File: src/rtl/riscv_ctrl_pkg.sv
// Shared control-unit definitions for the single-cycle RV32I core.
// Holds the opcode constants the main decoder recognises and the encodings
// of the control fields it drives (result_src, imm_src, alu_op).
package riscv_ctrl_pkg;

  // Opcodes, instr[6:0]
  localparam logic [6:0] OP_LOAD   = 7'b0000011;
  localparam logic [6:0] OP_IMM    = 7'b0010011;
  localparam logic [6:0] OP_RTYPE  = 7'b0110011;
  localparam logic [6:0] OP_STORE  = 7'b0100011;
  localparam logic [6:0] OP_BRANCH = 7'b1100011;
  localparam logic [6:0] OP_JAL    = 7'b1101111;

  // Immediate-format select; S and B share a code, the extender splits them.
  localparam logic [1:0] IMM_I = 2'b00;
  localparam logic [1:0] IMM_S = 2'b01;
  localparam logic [1:0] IMM_J = 2'b11;

  // Writeback select
  localparam logic [1:0] RES_ALU = 2'b00;
  localparam logic [1:0] RES_MEM = 2'b01;
  localparam logic [1:0] RES_PC4 = 2'b10;

  // ALU operation class handed to the ALU decoder
  localparam logic [1:0] ALUOP_ADD   = 2'b00;
  localparam logic [1:0] ALUOP_SUB   = 2'b01;
  localparam logic [1:0] ALUOP_FUNCT = 2'b10;

endpackage

File: src/rtl/main_decoder.sv
// Main control decoder for the single-cycle RV32I core.
// Maps the 7-bit opcode to datapath control signals. Decode is purely
// combinational and independent of rst; the only state is a sticky flag that
// remembers whether any unsupported opcode has been seen since reset.
//
// Ports:
//   clk          in   clock, used only by the sticky flag
//   rst          in   synchronous active-high reset (sticky flag only)
//   op           in   instr[6:0]
//   branch       out  conditional branch
//   jump         out  jal
//   mem_write    out  data-memory write enable
//   alu_src      out  ALU operand B: 0 = rs2, 1 = immediate
//   reg_write    out  register-file write enable
//   result_src   out  writeback select (ALU / memory / PC+4)
//   imm_src      out  immediate format (I / S-B / J)
//   alu_op       out  ALU class (add / sub / funct-decoded)
//   illegal_op   out  combinational: op is unsupported
//   illegal_seen out  registered sticky version of illegal_op
module main_decoder
  import riscv_ctrl_pkg::*;
(
  input  logic       clk,
  input  logic       rst,
  input  logic [6:0] op,
  output logic       branch,
  output logic       jump,
  output logic       mem_write,
  output logic       alu_src,
  output logic       reg_write,
  output logic [1:0] result_src,
  output logic [1:0] imm_src,
  output logic [1:0] alu_op,
  output logic       illegal_op,
  output logic       illegal_seen
);

  logic illegal_seen_q, illegal_seen_d;

  // Every field defaults to 0 so don't-care fields are never X and an
  // unsupported opcode yields an all-zero (harmless) control word.
  always_comb begin
    branch     = 1'b0;
    jump       = 1'b0;
    mem_write  = 1'b0;
    alu_src    = 1'b0;
    reg_write  = 1'b0;
    result_src = RES_ALU;
    imm_src    = IMM_I;
    alu_op     = ALUOP_ADD;
    illegal_op = 1'b0;
    case (op)
      OP_LOAD: begin
        alu_src    = 1'b1;
        reg_write  = 1'b1;
        result_src = RES_MEM;
        imm_src    = IMM_I;
        alu_op     = ALUOP_ADD;
      end
      OP_IMM: begin
        alu_src    = 1'b1;
        reg_write  = 1'b1;
        result_src = RES_ALU;
        imm_src    = IMM_I;
        alu_op     = ALUOP_FUNCT;
      end
      OP_RTYPE: begin
        reg_write  = 1'b1;
        result_src = RES_ALU;
        alu_op     = ALUOP_FUNCT;
      end
      OP_STORE: begin
        mem_write  = 1'b1;
        alu_src    = 1'b1;
        imm_src    = IMM_S;
        alu_op     = ALUOP_ADD;
      end
      OP_BRANCH: begin
        branch     = 1'b1;
        imm_src    = IMM_S;
        alu_op     = ALUOP_SUB;
      end
      OP_JAL: begin
        jump       = 1'b1;
        reg_write  = 1'b1;
        result_src = RES_PC4;
        imm_src    = IMM_J;
      end
      default: illegal_op = 1'b1;
    endcase
  end

  assign illegal_seen_d = illegal_seen_q | illegal_op;

  always_ff @(posedge clk) begin
    if (rst) begin
      illegal_seen_q <= 1'b0;
    end else begin
      illegal_seen_q <= illegal_seen_d;
    end
  end

  assign illegal_seen = illegal_seen_q;

endmodule

File: config.mk
export PLATFORM = sky130hd
export DESIGN_NAME = main_decoder
export DESIGN_NICKNAME = d
export VERILOG_FILES = /design/src/rtl/riscv_ctrl_pkg.sv /design/src/rtl/main_decoder.sv
export SDC_FILE = /design/constraint.sdc
export NUM_CORES = 1
export LEC_CHECK = 0
export CAP_MARGIN = 5
export CORE_AREA = 2 2 39 41
export DETAILED_ROUTE_END_ITERATION = 16
export DIE_AREA = 0 0 41 43
export GPL_TIMING_DRIVEN = 0
export PLACE_DENSITY_LB_ADDON = 0.25
export SYNTH_ARGS = -nofsm -noshare
export SYNTH_HDL_FRONTEND = slang
export SYNTH_SLANG_ARGS = --single-unit
File: constraint.sdc
create_clock -name clk -period 2.02 [get_ports clk]
set_clock_uncertainty 0.2 [all_clocks]
set_input_delay 0.404 -clock clk [delete_from_list [all_inputs] [get_ports clk]]
set_output_delay 0.404 -clock clk [all_outputs]
set_load 0.05 [all_outputs]
[After elaboration in Yosys (flattened, before gate mapping)]
Cells that the tools add are included.
Word-level totals
  output and inout port bits: 13
  word-level logic and storage cells: 22
  input port bits: 9
  register bits: 1
  memories kept: 0
  bits in latches: 0
  bits in read-only memories: 0
  memory bits (writable): 0
Operators by class
  divide/modulo/power cells: 0
  magnitude comparators: 0
  $add $sub $neg: 0
  multipliers: 0
  bitwise operators: 1
  reduce and logical (&&, ||, !) cells: 5
  shift-type cells: 0
  equal/unequal tests: 6
  mux-type cells: 9
Operators with widths (count)
  equality test 7 x 6 -> 1 bit (second input constant): 2
  equality test 7 bit (second input constant): 2
  one-hot mux 2 bit (2 select lines): 3
  equality test 7 x 2 -> 1 bit (second input constant): 1
  equality test 7 x 5 -> 1 bit (second input constant): 1
  two-way mux 1 bit: 6
  OR reduction 6 bit: 1
  OR reduction 2 bit: 2
  OR reduction 4 bit: 1
  OR reduction 3 bit: 1
  bitwise OR 1 bit: 1

[Depth between registers and ports, before layout]
  depth after elaboration: 4
  depth in mapped cells: 4
  mapped depth without buffers: 3

[Least setup slack after synthesis]
OpenSTA, ideal clock, no wires.
  path kind: input -> output
  from: input port op[4]
  to: output port imm_src[1]
  slack: -708 ps
  arrival: 2124 ps
  stages on the path: 3
  cell sequence: nand2b_4 > nor3_1 > buf_4
On the way
  cells in the longest elaborated chain, start to end: 3
RTL lines
  from (decl): line main_decoder.sv:25  | input logic [6:0] op,
  equality test 7 bit / equality test 7 x 6 -> 1 bit (equally long branches): line main_decoder.sv:52  | case (op)
  OR reduction 2 bit (no line)
  one-hot mux 2 bit (2 select lines) *: line main_decoder.sv:52
  to (decl): line main_decoder.sv:32  | output logic [1:0] imm_src,
Every way passes the cells marked *; elsewhere a longest branch is shown, timed or not.

[Worst setup path after layout]
  from: input port op[2]
  to: output port reg_write
On the way
  cells in the longest elaborated chain, start to end: 3
RTL lines
  equality test 7 bit (tied with other cells): line main_decoder.sv:52
  OR reduction 4 bit (no line) *
  two-way mux 1 bit *: line main_decoder.sv:52
  to (decl): line main_decoder.sv:30  | output logic reg_write,
Marked as above.

==> impl_metrics.xml <==
<?xml version="1.0" encoding="UTF-8"?>
<metrics>
  <group name="grt">
    <metric name="first_global_vias" unit="">213</metric>
    <metric name="grt_max_degree" unit="">7</metric>
    <metric name="grt-ovfl-total" unit="">0</metric>
    <metric name="gr-usage-all-layers" unit="">0.0651</metric>
    <metric name="number_of_antenna_violations_at_the_first_check_in_global_routing" unit="">0</metric>
    <metric name="grt_first_pass_wirelength" unit="microns">883</metric>
  </group>
  <group name="finish">
    <metric name="final_core_util" unit="">0.312</metric>
    <metric name="layout-area-overhead-vs-synth" unit="%">140</metric>
    <metric name="antenna_cells_inserted" unit="">0</metric>
    <metric name="number_of_flip_flops_under_the_largest_register_name" unit="">1</metric>
    <metric name="drive_gt1_frac" unit="">0.694</metric>
    <metric name="fin_nets" unit="">60</metric>
  </group>
  <group name="synthesis">
    <metric name="yosys.area.top_type" unit="">buf_4</metric>
    <metric name="yosys_register_bits" unit="">1</metric>
    <metric name="net_count_synth" unit="">36</metric>
    <metric name="yosys_warnings" unit="">0</metric>
    <metric name="synth_edf_count" unit="">0</metric>
    <metric name="synth_top_area_share" unit="">0.125</metric>
    <metric name="post_synth_main_area_contributors" unit="">buf_4 (13%), dfxtp_1 (11%), nor3_1 (8.3%)</metric>
    <metric name="synth_common_cells" unit="">nand2_1 (4), nor2_1 (4), buf_4 (3), nor3_1 (3)</metric>
    <metric name="postSynthAreaPerCell" unit="sq um">6.67</metric>
    <metric name="leading_register_cell_type_out_of_synthesis" unit="">dfxtp_1</metric>
    <metric name="post_synth_instance_area" unit="sq um">180</metric>
    <metric name="synth_async_sr_flop_share" unit="">0</metric>
    <metric name="synth.yosys.seq_area_share" unit="">0.111</metric>
    <metric name="ys_types" unit="">17</metric>
    <metric name="syn-instance-count" unit="">27</metric>
  </group>
  <group name="routing">
    <metric name="postRouteWirelength" unit="microns">579</metric>
    <metric name="via_per_inst" unit="">3.94</metric>
    <metric name="drc_errors" unit="">0</metric>
    <metric name="initialDrtViolationCount" unit="">3</metric>
    <metric name="wl_per_cell" unit="microns">8.91</metric>
    <metric name="dr.pass1.iters" unit="">4</metric>
    <metric name="total_number_of_vias" unit="">256</metric>
    <metric name="detail-route-antenna-nets" unit="">0</metric>
  </group>
  <group name="pwr">
    <metric name="vdd.ir_drop.worst" unit="mV">0.0831</metric>
    <metric name="share_comb_of_total_power" unit="">0.736</metric>
    <metric name="design_power_total" unit="uW">82.9</metric>
    <metric name="power_switching_share" unit="">0.468</metric>
    <metric name="seq_power_share" unit="">0.264</metric>
    <metric name="p_switching" unit="uW">38.8</metric>
    <metric name="power_frac_clock" unit="">0</metric>
    <metric name="power_report.internal_total" unit="uW">44.1</metric>
    <metric name="power.static_leakage" unit="nW">0.204</metric>
    <metric name="power_density" unit="nW/um^2">192</metric>
  </group>
  <group name="placed_design">
    <metric name="hpwl" unit="microns">485</metric>
    <metric name="port_buffers" unit="">21</metric>
    <metric name="preCtsSetupSlack" unit="ps">-916</metric>
    <metric name="final_wtd_congestion" unit="">0.622</metric>
  </group>
  <group name="timing">
    <metric name="worst_slack" unit="ps">61.3</metric>
    <metric name="tightest_pin_transition" unit="ps">488</metric>
    <metric name="maxClockFrequency" unit="GHz">0.511</metric>
    <metric name="slew_headroom" unit="">0.674</metric>
    <metric name="timing.final.hold_violations" unit="">0</metric>
    <metric name="hold_ws" unit="ps">317</metric>
    <metric name="setup_viol_count_final" unit="">0</metric>
    <metric name="finalCritPeriodShare" unit="">0.970</metric>
    <metric name="final.setup.tns" unit="ps">0</metric>
    <metric name="slew_limit_fails" unit="">0</metric>
    <metric name="grt_setup_unrepaired" unit="">true</metric>
    <metric name="layout_min_cycle_time" unit="ps">1960</metric>
  </group>
  <group name="die">
    <metric name="chipHeight" unit="microns">43</metric>
    <metric name="die_x" unit="microns">41</metric>
    <metric name="core_area" unit="sq um">1380</metric>
    <metric name="placement_rows" unit="">14</metric>
    <metric name="start_util" unit="">0.130</metric>
    <metric name="dieArea" unit="sq um">1760</metric>
    <metric name="io-pin-count" unit="">22</metric>
  </group>
  <group name="clock_network">
    <metric name="worst_setup_hold_path_clk_slew" unit="ps">0</metric>
    <metric name="clk_latency" unit="ps">0</metric>
    <metric name="hold_buffers_post_cts" unit="">0</metric>
  </group>
  <group name="critical_path">
    <metric name="worst-r2r-cell-count" unit="">2</metric>
    <metric name="crit_path_end_kind" unit="">output port</metric>
    <metric name="critPathArrivalTime" unit="ps">1350</metric>
    <metric name="maximum_net_fanout_on_the_critical_path" unit="">4</metric>
    <metric name="setup.worst_path.class" unit="">in2out</metric>
    <metric name="critPathLaunchType" unit="">input pin</metric>
    <metric name="critical_path_required" unit="ps">1420</metric>
  </group>
  <group name="run">
    <metric name="number_of_max_cap_violations" unit="">0</metric>
  </group>
  <group name="hold_path">
    <metric name="holdCritPathClass" unit="">reg2reg</metric>
    <metric name="whs_path_depth" unit="">2</metric>
  </group>
  <group name="outcome">
    <metric name="status" unit="">finished clean</metric>
  </group>
</metrics>
## power groups by stage
| stage | logic [mW] | registers, mW | clock network [mW] |
|---|---|---|---|
| 2_1_floorplan | 0.0266 | 0.0262 | 0 |
| 5_1_grt | 0.0658 | 0.0221 | 0 |
| 3_5_place_dp | 0.0624 | 0.0219 | 0 |
| 4_1_cts | 0.0626 | 0.0219 | 0 |
| 6_report | 0.0610 | 0.0219 | 0 |
| 3_3_place_gp | 0.0624 | 0.0219 | 0 |
## critical path, stage by stage
cell and delay [ps]:
clkdlybuf4s15_2 230, nand3_2 130, or2_1 260, a21oi_2 160, buf_6 170
## metal layers
layer / global-route usage / vias to the layer above / wire length, microns
met5: 0 / - / 0
met4: 0 / 0 / 0
met3: 0 / 0 / 94
met2: 0.0906 / 17 / 221
met1: 0.115 / 103 / 263
li1: - / 136 / -
## cell usage in the layout, fill, tap and decap left out
master           count
a31oi_1              1
buf_4                7
buf_6                6
o21ai_2              1
clkdlybuf4s15_2      1
buf_2                3
nor3b_2              1
dfxtp_1              1
nor2_2               1
nand2b_4             1
a21oi_2              2
nor3_2               2
clkbuf_2             4
nand2_1              3
inv_1                1
nand2_4              1
nand3_2              2
nor3_4               2
nor2_1               3
clkdlybuf4s50_1      2
nand4_1              1
or2_1                1
dlygate4sd2_1        2
## what timing repair did
item | 4_1_cts | 5_1_grt
pin swaps | 3 | 2
buffers inserted | 1 | 0
setup endpoints to repair | 12 | 6
gates resized for setup | 87 | 10
## final timing paths
| kind | startpoint | to | slack [ps] |
|---|---|---|---|
| worst min-delay path | illegal_seen | illegal_seen | 320 |
| worst min register to register | illegal_seen | illegal_seen | 320 |
| worst max register to register | illegal_seen | illegal_seen | 1230 |
| worst max-delay path | op[2] | reg_write | 60 |
## final cells by class
type / count / area [sq um]
Sequential cell: 1 / 20.0
Buffer: 3 / 22.5
Inverter: 1 / 3.75
Multi-Input combinational cell: 22 / 184
Tap cell: 16 / 20.0
Timing Repair Buffer: 22 / 181
Fill cell: 167 / 952
## cells by family after synthesis
group / count (synthesis) / share of synthesized area
buf+inv: 4 / 0.146
compound gates: 4 / 0.139
flops: 1 / 0.111
simple gates: 18 / 0.604
## per-stage QoR
step,instance area (sq um),cells
global route,432,65
global placement,442,64
floorplan,211,27
detailed placement,442,64
finish,432,65
CTS,433,65
Power figures use the tool's default switching activity.
